--- src/rtl/jk_cnt_pkg.sv ---
// Shared types and helpers for the JK-cell modulo counter: the excitation
// encoding {J,K} and the wrap-aware next-count arithmetic.
package jk_cnt_pkg;

    // Wide enough for WIDTH=16 plus one guard bit, so MODULUS=2**WIDTH never aliases.
    localparam int unsigned CNT_EXT_W = 17;

    typedef logic [CNT_EXT_W-1:0] cnt_ext_t;

    localparam cnt_ext_t CNT_ONE = cnt_ext_t'(1);

    // {J,K} pairs as presented to a JK cell.
    typedef enum logic [1:0] {
        JK_HOLD = 2'b00,
        JK_CLR  = 2'b01,
        JK_SET  = 2'b10,
        JK_TOG  = 2'b11
    } jk_exc_e;

    function automatic jk_exc_e jk_excite(input logic cur, input logic nxt);
        return jk_exc_e'({nxt & ~cur, ~nxt & cur});
    endfunction

    function automatic cnt_ext_t mod_next(input cnt_ext_t q, input logic up, input cnt_ext_t modulus);
        cnt_ext_t r;
        if (q >= modulus) begin
            r = '0;
        end else if (up) begin
            r = (q == modulus - CNT_ONE) ? '0 : q + CNT_ONE;
        end else begin
            r = (q == '0) ? modulus - CNT_ONE : q - CNT_ONE;
        end
        return r;
    endfunction

    function automatic cnt_ext_t sat_load(input cnt_ext_t data, input cnt_ext_t modulus);
        return (data < modulus) ? data : modulus - CNT_ONE;
    endfunction

endpackage

--- src/rtl/jk_mod_counter_cell.sv ---
// Single JK storage cell (module jk_cell): hold / set / clear / toggle with a
// synchronous active-high reset. Q and Qn are both exposed.
module jk_cell (
    input  logic iClk,
    input  logic iRst,
    input  logic iJ,
    input  logic iK,
    output logic oQ,
    output logic oQn
);
    import jk_cnt_pkg::*;

    logic r_q = 1'b0;

    always_ff @(posedge iClk) begin
        if (iRst) begin
            r_q <= 1'b0;
        end else begin
            case ({iJ, iK})
                JK_HOLD: r_q <= r_q;
                JK_SET:  r_q <= 1'b1;
                JK_CLR:  r_q <= 1'b0;
                default: r_q <= ~r_q;
            endcase
        end
    end

    assign oQ  = r_q;
    assign oQn = ~r_q;

endmodule

--- src/rtl/jk_mod_counter.sv ---
// Up/down modulo counter built from WIDTH JK cells, with terminal count and a
// registered wrap pulse. Define JK_CNT_LOAD_EN to add the iLoad/iData port pair.
module jk_mod_counter #(
    parameter int WIDTH   = 4,
    parameter int MODULUS = 10
) (
    input  logic             iClk,
    input  logic             iRst,
    input  logic             iEn,
    input  logic             iUp,
`ifdef JK_CNT_LOAD_EN
    input  logic             iLoad,
    input  logic [WIDTH-1:0] iData,
`endif
    output logic [WIDTH-1:0] oQ,
    output logic [WIDTH-1:0] oQn,
    output logic             oTc,
    output logic             oWrap
);
    import jk_cnt_pkg::*;

    generate
        if (WIDTH < 1 || WIDTH > 16) begin : g_bad_width
            $error("jk_mod_counter: WIDTH must be in 1..16");
        end
        if (MODULUS < 2 || MODULUS > (1 << WIDTH)) begin : g_bad_modulus
            $error("jk_mod_counter: MODULUS must be in 2..2**WIDTH");
        end
    endgenerate

    localparam cnt_ext_t MOD_L = cnt_ext_t'(MODULUS);

    logic [WIDTH-1:0] w_q;
    logic [WIDTH-1:0] w_qn;
    logic [WIDTH-1:0] w_nxt;
    logic [WIDTH-1:0] w_j;
    logic [WIDTH-1:0] w_k;
    cnt_ext_t         w_q_ext;
    cnt_ext_t         w_load_val;
    logic             w_load;
    logic             w_tc;
    logic             r_wrap = 1'b0;

    assign w_q_ext = cnt_ext_t'(w_q);

`ifdef JK_CNT_LOAD_EN
    assign w_load     = iLoad;
    assign w_load_val = sat_load(cnt_ext_t'(iData), MOD_L);
`else
    assign w_load     = 1'b0;
    assign w_load_val = '0;
`endif

    // Reset is applied inside each cell, so only load/enable shape the next count here.
    always_comb begin
        w_nxt = w_q;
        if (w_load) begin
            w_nxt = WIDTH'(w_load_val);
        end else if (iEn) begin
            w_nxt = WIDTH'(mod_next(w_q_ext, iUp, MOD_L));
        end
    end

    always_comb begin
        w_tc = 1'b0;
        if (iEn && !w_load) begin
            if (iUp) begin
                w_tc = (w_q_ext == MOD_L - CNT_ONE);
            end else begin
                w_tc = (w_q_ext == '0);
            end
        end
    end

    for (genvar i = 0; i < WIDTH; i++) begin : g_bit
        assign {w_j[i], w_k[i]} = jk_excite(w_q[i], w_nxt[i]);

        jk_cell u_cell (
            .iClk (iClk),
            .iRst (iRst),
            .iJ   (w_j[i]),
            .iK   (w_k[i]),
            .oQ   (w_q[i]),
            .oQn  (w_qn[i])
        );
    end

    always_ff @(posedge iClk) begin
        if (iRst) begin
            r_wrap <= 1'b0;
        end else begin
            r_wrap <= w_tc;
        end
    end

    assign oQ    = w_q;
    assign oQn   = w_qn;
    assign oTc   = w_tc;
    assign oWrap = r_wrap;

endmodule

--- config.mk ---
export PLATFORM = sky130hd
export DESIGN_NAME = jk_mod_counter
export DESIGN_NICKNAME = d
export VERILOG_FILES = /design/src/rtl/jk_cnt_pkg.sv /design/src/rtl/jk_mod_counter_cell.sv /design/src/rtl/jk_mod_counter.sv
export SDC_FILE = /design/constraint.sdc
export NUM_CORES = 1
export LEC_CHECK = 0
export ABC_AREA = 1
export BUFFER_PORTS_ARGS = -buffer_cell sky130_fd_sc_hd__buf_2
export CORE_MARGIN = 3
export CORE_UTILIZATION = 42
export DETAILED_ROUTE_END_ITERATION = 6
export GPL_TIMING_DRIVEN = 1
export PLACE_DENSITY = 0.72
export SLEW_MARGIN = 25
export SYNTH_ARGS = -nofsm -noshare
export SYNTH_HDL_FRONTEND = slang
export SYNTH_SLANG_ARGS = --single-unit
--- constraint.sdc ---
create_clock -name iClk -period 1.9 [get_ports iClk]
set_input_delay 0.285 -clock iClk [delete_from_list [all_inputs] [get_ports iClk]]
set_output_delay 0.285 -clock iClk [all_outputs]
set_load 0.005 [all_outputs]
==> results of run 1 <==
worst max-delay path: cells and delay by family, from the launching register on:
kind,cells,cell delay [ns]
fa+ha+maj,2,0.58
flops,1,0.37
compound gates,3,0.35
simple gates,2,0.32
buf+inv,1,0.07
worst max-delay path by stage:
stage	endpoint	slack (ns)	depth (start not counted)
finish	g_bit[1].u_cell.oQ$_SDFFE_PP0P_	0.11	8
global route	g_bit[1].u_cell.oQ$_SDFFE_PP0P_	-0.04	8
CTS	g_bit[2].u_cell.oQ$_SDFFE_PP0P_	0.06	11
detailed placement	g_bit[2].u_cell.oQ$_SDFFE_PP0P_	0.08	11
global placement	g_bit[2].u_cell.oQ$_SDFFE_PP0P_	0.14	11
floorplan	g_bit[2].u_cell.oQ$_SDFFE_PP0P_	0.07	11
power groups by stage:
stage / Combinational (mW) / Sequential [mW] / Clock [mW]
6_report: 0.791 / 0.199 / 0.124
5_1_grt: 0.901 / 0.204 / 0.141
4_1_cts: 0.724 / 0.192 / 0.129
3_5_place_dp: 0.717 / 0.194 / 0
3_3_place_gp: 0.693 / 0.190 / 0
2_1_floorplan: 0.570 / 0.196 / 0
cells in the mapped netlist (all sizes together):
cell type  instances
xor2               1
o21ai              2
ha                13
o21bai             1
nor3               4
nand3              8
dfxtp              5
a211oi             4
nand2             14
nor2              10
inv               11
buf                8
a21oi              3
nand4              3
or2                1
o22ai              1
area by class of cell:
| type | count | area, um^2 | share of cell area |
|---|---|---|---|
| tap | 15 | 18.8 | 0.0244 |
| inverter | 11 | 41.3 | 0.0536 |
| sequential | 5 | 103 | 0.133 |
| multi-input combinational | 65 | 483 | 0.627 |
| timing repair buffer | 17 | 98.8 | 0.128 |
| clock buffer | 4 | 26.3 | 0.0341 |
state kept, by name, indices dropped and copies added, names as in the netlist:
| name | cells |
|---|---|
| g_bit.u_cell.oQ | 4 |
| oWrap | 1 |
routing by layer:
layer	vias to the layer above	track usage
met1	270	0.195
met5	-	0
met2	16	0.253
met3	0	0.0711
met4	0	0.0351
li1	314	-
per-stage QoR:
| step | worst slack (ns) | total power, mW | cells | util |
|---|---|---|---|---|
| 3_5_place_dp | 0.0784 | 0.911 | 113 | 0.511 |
| 3_3_place_gp | 0.139 | 0.884 | 113 | 0.511 |
| 2_1_floorplan | 0.0711 | 0.765 | 89 | - |
| 4_1_cts | 0.0603 | 1.05 | 117 | 0.530 |
| 6_report | 0.115 | 1.11 | 117 | 0.557 |
| 5_1_grt | -0.0439 | 1.25 | 117 | 0.557 |
cell families (layout without fill, tap and decap cells):
logic type / after synthesis / count (layout) / synth area share
compound gates: 11 / 11 / 0.117
xor+xnor: 1 / 1 / 0.0134
fa+ha+maj: 13 / 13 / 0.249
buf+inv: 19 / 32 / 0.155
flops: 5 / 5 / 0.153
simple gates: 40 / 40 / 0.312
timing repair:
action,in CTS,in global routing
resized for setup,0,10
setup endpoints to repair,0,2
hold buffers,0,0
==> impl_metrics.toml, run 1 <==
[synth]
ys_seq_area_frac = 0.153
synth_cells = 89
yosys.area.top_type_share = 0.249
synth_cell_types = 23
avgSynthCellArea_um2 = 7.34
synth.area.top_cells = "ha_1 25%, dfxtp_1 15%, buf_4 9.2%"
synth_nets = 106
synth_warnings = 0
synth_area_leader_cell = "ha_1"
synth_seq_cells = 5
syn_area_um2 = 653

[power]
p_comb_frac = 0.710
p_seq_frac = 0.178
vdd_drop_max_mv = 0.739
pwr_density_cell_nw_per_um2 = 1440
leakage_nw = 0.393
swShare = 0.487
internal-power_mw = 0.571
clkPwrFrac = 0.111
power_switching_mw = 0.542

[sta]
clock_skew_ns = 0.00693
report.final.slew_viol_count = 0
timing.hold.ws_ns = 0.276
relSlewSlack = 0.800
hold_violations = 0
tns_ns = 0
finalCriticalPeriod_ns = 1.79
fmax_mhz = 560
worst_slew_pin_slew_ns = 0.300
fin_crit_sh = 0.940
setup_viol = 0

[die]
core_area_um2 = 1380
dieArea_um2 = 2060
row_count = 13
die_h_um = 45.4
initial_core_util = 0.472
dieWidth_um = 45.4
io_pins = 14

[cells_and_area]
final_cell_mix = "13 x buf_2, 12 x nand2_1, 12 x ha_1"
drive_above_1_share = 0.422
layout_commonest_cell = "buf_2"
nets = 120
fillCellCount = 135
stdcell_area_um2 = 771
n_antenna_cell = 0
areaGrowthSynthToFinish_pct = 18.0

[route]
drt_pass1_iterations = 4
top_layer_used = "met3"
drt_iter0_drc = 16
route.vias.total = 600
wl_mm = 1.44
wire_per_inst_um = 12.3
ant_nets = 0
dr_wl_met2_um = 729
wl_met3_um = 95
drc = 0
via_per_inst = 5.13
wl_met1_um = 616

[worst_setup_path]
crit_arrival_ns = 1.92
criticalPathCategory = "flip-flop to flip-flop"
r2r-start = "g_bit[0].u_cell.oQ$_SDFFE_PP0P_"
crit_required_ns = 2.03
crit_path_frequent_cell = "ha_1"
cp-start-kind = "flip-flop"
cp_slowest_cell = "dfxtp_2"
reg2reg_depth = 8
path_max_fanout = 5
crit_path_start = "g_bit[0].u_cell.oQ$_SDFFE_PP0P_"
crit_path_max_incr_delay_ns = 0.37
reg2reg_to = "g_bit[1].u_cell.oQ$_SDFFE_PP0P_"
path_cells = "inv_2 -> ha_1 -> a21oi_1 -> nand3_1 -> o22ai_2 -> ha_1 -> nor3_2 -> a211oi_1"
worstSetupEndpointType = "flip-flop"
rrSetupSlack_ns = 0.11

[global_route]
grt_use_total = 0.159
grt_pass1_vias = 556
grt_start_max_net_pins = 10
grt_pass1_wl_mm = 2.35
gr-total-overflow = 0
antenna_found_initial = 0

[clock_network]
cts_tree = "done"
post_cts_buffers = 0
path_clk_slew_ns = 0.05
cts_made_buffers = 3
cts-root-buf = "clkbuf_4"
insertion_delay_ns = 0.25
cts.path.max_buffers = 2
htreeDepth = 1
cts.sinks = 5

[place]
hpwlAfterDp_mm = 1.08
place.gp.congestion = 0.807
placed_area_um2 = 707
numPortBuffers = 13

[min_path]
min_path_type = "primary input to flip-flop"
min-delay-start = "iRst"
hold-path-endpoint = "oWrap$_SDFF_PP0_"
whs_path_depth = 2

[run]
max_cap_viol_count = 0

[status]
outcome = "finished, final reports clean"
Power figures use the tool's default switching activity.
==> inputs of run 2 (changes only) <==
--- a/config.mk
+++ b/config.mk
@@ -12,6 +12,7 @@
 export DETAILED_ROUTE_END_ITERATION = 6
 export GPL_TIMING_DRIVEN = 1
 export PLACE_DENSITY = 0.72
+export REMOVE_ABC_BUFFERS = 1
 export SLEW_MARGIN = 25
 export SYNTH_ARGS = -nofsm -noshare
 export SYNTH_HDL_FRONTEND = slang
==> run 2 against run 1 <==
- first-iteration DRC count decreased by 13%
- core utilization decreased by 1.4 points
- clock power about the same
- final area decreased by 2.6%
- critical path depth unchanged
- cell count decreased by 0.85%
- critical endpoint unchanged
- highest routed layer is now met4
==> impl_metrics.toml, run 2 (synthesis gave the netlist of run 1 again) <==
[clock_network]
cts.sinks = 5
path_clk_slew_ns = 0.04
insertion_delay_ns = 0.25
htreeDepth = 1
cts.path.max_buffers = 2
cts-root-buf = "clkbuf_4"
cts_made_buffers = 3
cts.repair.resized = 0
cts_tree = "done"
post_cts_buffers = 0
hold_buffers = 0

[sta]
fmax_mhz = 572
fin_ws_ns = 0.152
hold_violations = 0
setup_viol = 0
clock_skew_ns = 0.00170
finalCriticalPeriod_ns = 1.75
fin_crit_sh = 0.920
relSlewSlack = 0.807
report.final.slew_viol_count = 0
worst_slew_pin_slew_ns = 0.289

[run]
max_cap_viol_count = 0

[worst_setup_path]
criticalPathCategory = "flip-flop to flip-flop"
crit_required_ns = 2.03
crit_arrival_ns = 1.88
crit_path_max_incr_delay_ns = 0.38
cp-start-kind = "flip-flop"
path_max_fanout = 7
worstSetupEndpointType = "flip-flop"
path_cells = "inv_2 -> ha_1 -> a21oi_1 -> nand3_1 -> o22ai_1 -> ha_1 -> nor3_1 -> a211oi_1"
cp_slowest_cell = "dfxtp_2"
crit_path_frequent_cell = "ha_1"

[die]
die_h_um = 45.4
dieWidth_um = 45.4
io_pins = 14
initial_core_util = 0.472
dieArea_um2 = 2060
core_area_um2 = 1380
row_count = 13

[global_route]
grt_use_total = 0.158
grt_pass1_wl_mm = 2.24
gr-total-overflow = 0
grt_pass1_vias = 501
grt_start_max_net_pins = 10
antenna_found_initial = 0

[status]
outcome = "finished, final reports clean"

[power]
vdd_drop_max_mv = 0.649
leakage_nw = 0.382
finalPower_mw = 1.08
pwr_density_cell_nw_per_um2 = 1440

[cells_and_area]
final_cell_mix = "13 x buf_2, 12 x nand2_1, 12 x ha_1"
areaGrowthSynthToFinish_pct = 14.9
largest_reg_flops = 4
nets = 119
layout_commonest_cell = "buf_2"
final_cells = 116
final_util = 0.543
drive_above_1_share = 0.406
n_antenna_cell = 0

[min_path]
min_path_type = "primary input to flip-flop"

[route]
wl_mm = 1.36
via_per_inst = 5.12
wire_per_inst_um = 11.8
drt_pass1_iterations = 4
ant_nets = 0
drc = 0
drt_iter0_drc = 14
route.vias.total = 594

[place]
placed_cells = 112
dp_slack_ns = 0.0506
numPortBuffers = 13
place.gp.congestion = 0.813
hpwlAfterDp_mm = 1.03
==> run 2: through the flow <==
stage | instance area (um^2) | hold WS, ns | TNS, ns
floorplan | 593 | 0.357 | 0
global placement | 699 | 0.545 | 0
detailed placement | 699 | 0.550 | 0
CTS | 726 | 0.282 | 0
global route | 751 | 0.292 | -0.00362
finish | 751 | 0.294 | 0
==> run 2: final timing paths <==
kind | startpoint | endpoint | slack, ns | cells after the start
worst max-delay path | g_bit[0].u_cell.oQ$_SDFFE_PP0P_ | g_bit[1].u_cell.oQ$_SDFFE_PP0P_ | 0.15 | 8
worst min-delay path | iRst | oWrap$_SDFF_PP0_ | 0.29 | 2
worst max register to register | g_bit[0].u_cell.oQ$_SDFFE_PP0P_ | g_bit[1].u_cell.oQ$_SDFFE_PP0P_ | 0.15 | 8
worst min register to register | g_bit[1].u_cell.oQ$_SDFFE_PP0P_ | g_bit[1].u_cell.oQ$_SDFFE_PP0P_ | 0.67 | 3
==> run 2: area by class of cell <==
class,instances,area (um^2)
clock buffers,4,26.3
inverters,11,41.3
well taps,15,18.8
multi-input cells,65,475
repair buffers,16,87.6
fillers,130,632
flip-flops and latches,5,101
==> run 2: report_power, final <==
| group | internal (mW) | switching [mW] | total, mW |
|---|---|---|---|
| sequential | 0.145 | 0.0568 | 0.202 |
| combinational | 0.325 | 0.428 | 0.752 |
| clock | 0.0796 | 0.0473 | 0.127 |
==> run 2: worst max-delay path, delay by kind of cell, from the launching register on <==
kind | cells | cell delay (ns)
fa+ha+maj | 2 | 0.55
flops | 1 | 0.38
compound gates | 3 | 0.32
simple gates | 2 | 0.28
buf+inv | 1 | 0.08
==> run 2: routing by layer <==
layer	vias up	track usage	share of wire
li1	316	-	-
met1	255	0.190	0.47
met2	18	0.226	0.44
met3	5	0.0751	0.070
met4	0	0.0877	0.021
met5	-	0	0
==> inputs of run 3 (changes only) <==
==> constraint.sdc (replaced) <==
create_clock -name iClk -period 1.5 [get_ports iClk]
set_input_delay 0.225 -clock iClk [delete_from_list [all_inputs] [get_ports iClk]]
set_output_delay 0.225 -clock iClk [all_outputs]
set_load 0.005 [all_outputs]
==> run 3 against run 2 <==
- the flow now finishes with violations (setup timing)
- sequential share of layout area fell by 3.3 points
- critical path depth rose by 3
- non-clock buffer count rose by 16
- highest routed layer unchanged
- maximum frequency fell by 1.9%
- first-iteration DRC count fell by 21%
==> impl_metrics.toml, run 3 (synthesis gave the netlist of run 1 again) <==
[status]
outcome = "finished, violations left"
violations = "setup timing"

[power]
leakage_nw = 0.479
pwr_density_cell_nw_per_um2 = 1950
vdd_drop_max_mv = 1.12

[die]
die_h_um = 45.4
io_pins = 14
row_count = 13
dieArea_um2 = 2060
initial_core_util = 0.472
dieWidth_um = 45.4
core_area_um2 = 1380

[sta]
finalCriticalPeriod_ns = 1.78
hold_violations = 0
rsz0062_at_grt = "yes"
fin_crit_sh = 1.19
worst_slew_pin_slew_ns = 0.199
setup_viol = 5
relSlewSlack = 0.867
clock_skew_ns = 0.000712
report.final.slew_viol_count = 0
fin_ws_ns = -0.281
fmax_mhz = 561
tns_ns = -0.996

[place]
placed_cells = 124
hpwlAfterDp_mm = 1.20
numPortBuffers = 13
placed_area_um2 = 790
place.gp.congestion = 0.919

[route]
wl_mm = 2.13
ant_nets = 0
drt_iter0_drc = 11
route.vias.total = 749
drt_pass1_iterations = 4
drc = 0
wire_per_inst_um = 16.2
via_per_inst = 5.67

[worst_setup_path]
critical_path.top_delay_family = "adder cells"
criticalPathCategory = "flip-flop to flip-flop"
path_cells = "buf_6 -> ha_4 -> inv_2 -> nand2_2 -> nand3_2 -> xor2_2 -> inv_1 -> nor2_1 -> ha_1 -> nor3_2 -> a211oi_2"
cp-start-kind = "flip-flop"
crit_path_max_incr_delay_ns = 0.37
cp_slowest_cell = "dfxtp_4"
crit_arrival_ns = 1.92
rrSetupSlack_ns = -0.28
critical_path_buf_inv_count = 3
worstSetupEndpointType = "flip-flop"
crit_required_ns = 1.63
path_max_fanout = 4

[cells_and_area]
stdcell_area_um2 = 1080
final_cell_mix = "13 x buf_2, 13 x buf_4, 11 x nand2_1"
final_cells = 132
n_antenna_cell = 0
drive_above_1_share = 0.701
nets = 135
largest_reg_flops = 4
fillCellCount = 95
final_util = 0.781
areaGrowthSynthToFinish_pct = 65.3

[global_route]
grt_pass1_vias = 717
grt_start_max_net_pins = 8
grt_pass1_wl_mm = 3.13
gr-total-overflow = 0
antenna_found_initial = 0
grt_use_total = 0.226

[run]
max_cap_viol_count = 0

[clock_network]
path_clk_slew_ns = 0.04
cts.sinks = 5
cts_made_buffers = 3
cts_tree = "done"
htreeDepth = 1
insertion_delay_ns = 0.25
cts-root-buf = "clkbuf_4"
cts.path.max_buffers = 2

[min_path]
min_path_type = "primary input to flip-flop"
run 3: cell types whose count changed in the layout (fill, tap and decap cells not counted), sizes merged:
| cell | delta |
|---|---|
| buf | +16 |
run 3: metal layers:
layer  vias to the layer above  global-route usage  part of all wire
met2                        20               0.373              0.51
met5                         -                   0                 0
met4                         0               0.181             0.035
met1                       369               0.219              0.41
li1                        351                   -                 -
met3                         9              0.0909             0.047
run 3: what timing repair did:
action	4_1_cts	5_1_grt
setup endpoints to repair	5	5
resized for setup	40	12
buffers inserted	3	1
hold buffers	0	0
pin swaps	25	11
run 3: power breakdown:
part | internal (mW) | switching [mW] | total, mW | leakage [nW]
clock network | 0.101 | 0.0614 | 0.162 | 0.0150
registers | 0.198 | 0.0954 | 0.294 | 0.0432
logic | 0.814 | 0.836 | 1.65 | 0.421
total | 1.11 | 0.993 | 2.11 | 0.479
run 3: path summary, 6_finish.rpt:
kind,start,end,cells past startpoint
worst max-delay path,g_bit[0].u_cell.oQ$_SDFFE_PP0P_,g_bit[2].u_cell.oQ$_SDFFE_PP0P_,11
worst min-delay path,iRst,g_bit[0].u_cell.oQ$_SDFFE_PP0P_,2
worst max register to register,g_bit[0].u_cell.oQ$_SDFFE_PP0P_,g_bit[2].u_cell.oQ$_SDFFE_PP0P_,11
worst min register to register,g_bit[1].u_cell.oQ$_SDFFE_PP0P_,g_bit[1].u_cell.oQ$_SDFFE_PP0P_,3
run 3: worst register-to-register path: cells and delay by family, from the launching register on:
kind	cells	cell delay [ns]
buf+inv	3	0.25
xor+xnor	1	0.16
simple gates	4	0.42
compound gates	1	0.05
flops	1	0.37
fa+ha+maj	2	0.42
run 3: final cells by class:
type | instances | area [um^2] | area share
Inverter | 11 | 48.8 | 0.0452
Timing Repair Buffer | 32 | 230 | 0.213
Tap cell | 15 | 18.8 | 0.0174
Multi-Input combinational cell | 65 | 646 | 0.598
Sequential cell | 5 | 110 | 0.102
Clock buffer | 4 | 26.3 | 0.0243
run 3: per-stage QoR:
| step | hold WS, ns | worst slack (ns) | power (mW) |
|---|---|---|---|
| after global placement | 0.484 | -0.233 | 1.24 |
| final | 0.254 | -0.281 | 2.11 |
| after detailed placement | 0.485 | -0.274 | 1.28 |
| after floorplan | 0.297 | -0.372 | 0.864 |
| after CTS | 0.245 | -0.166 | 1.83 |
| after global routing | 0.271 | -0.357 | 2.27 |
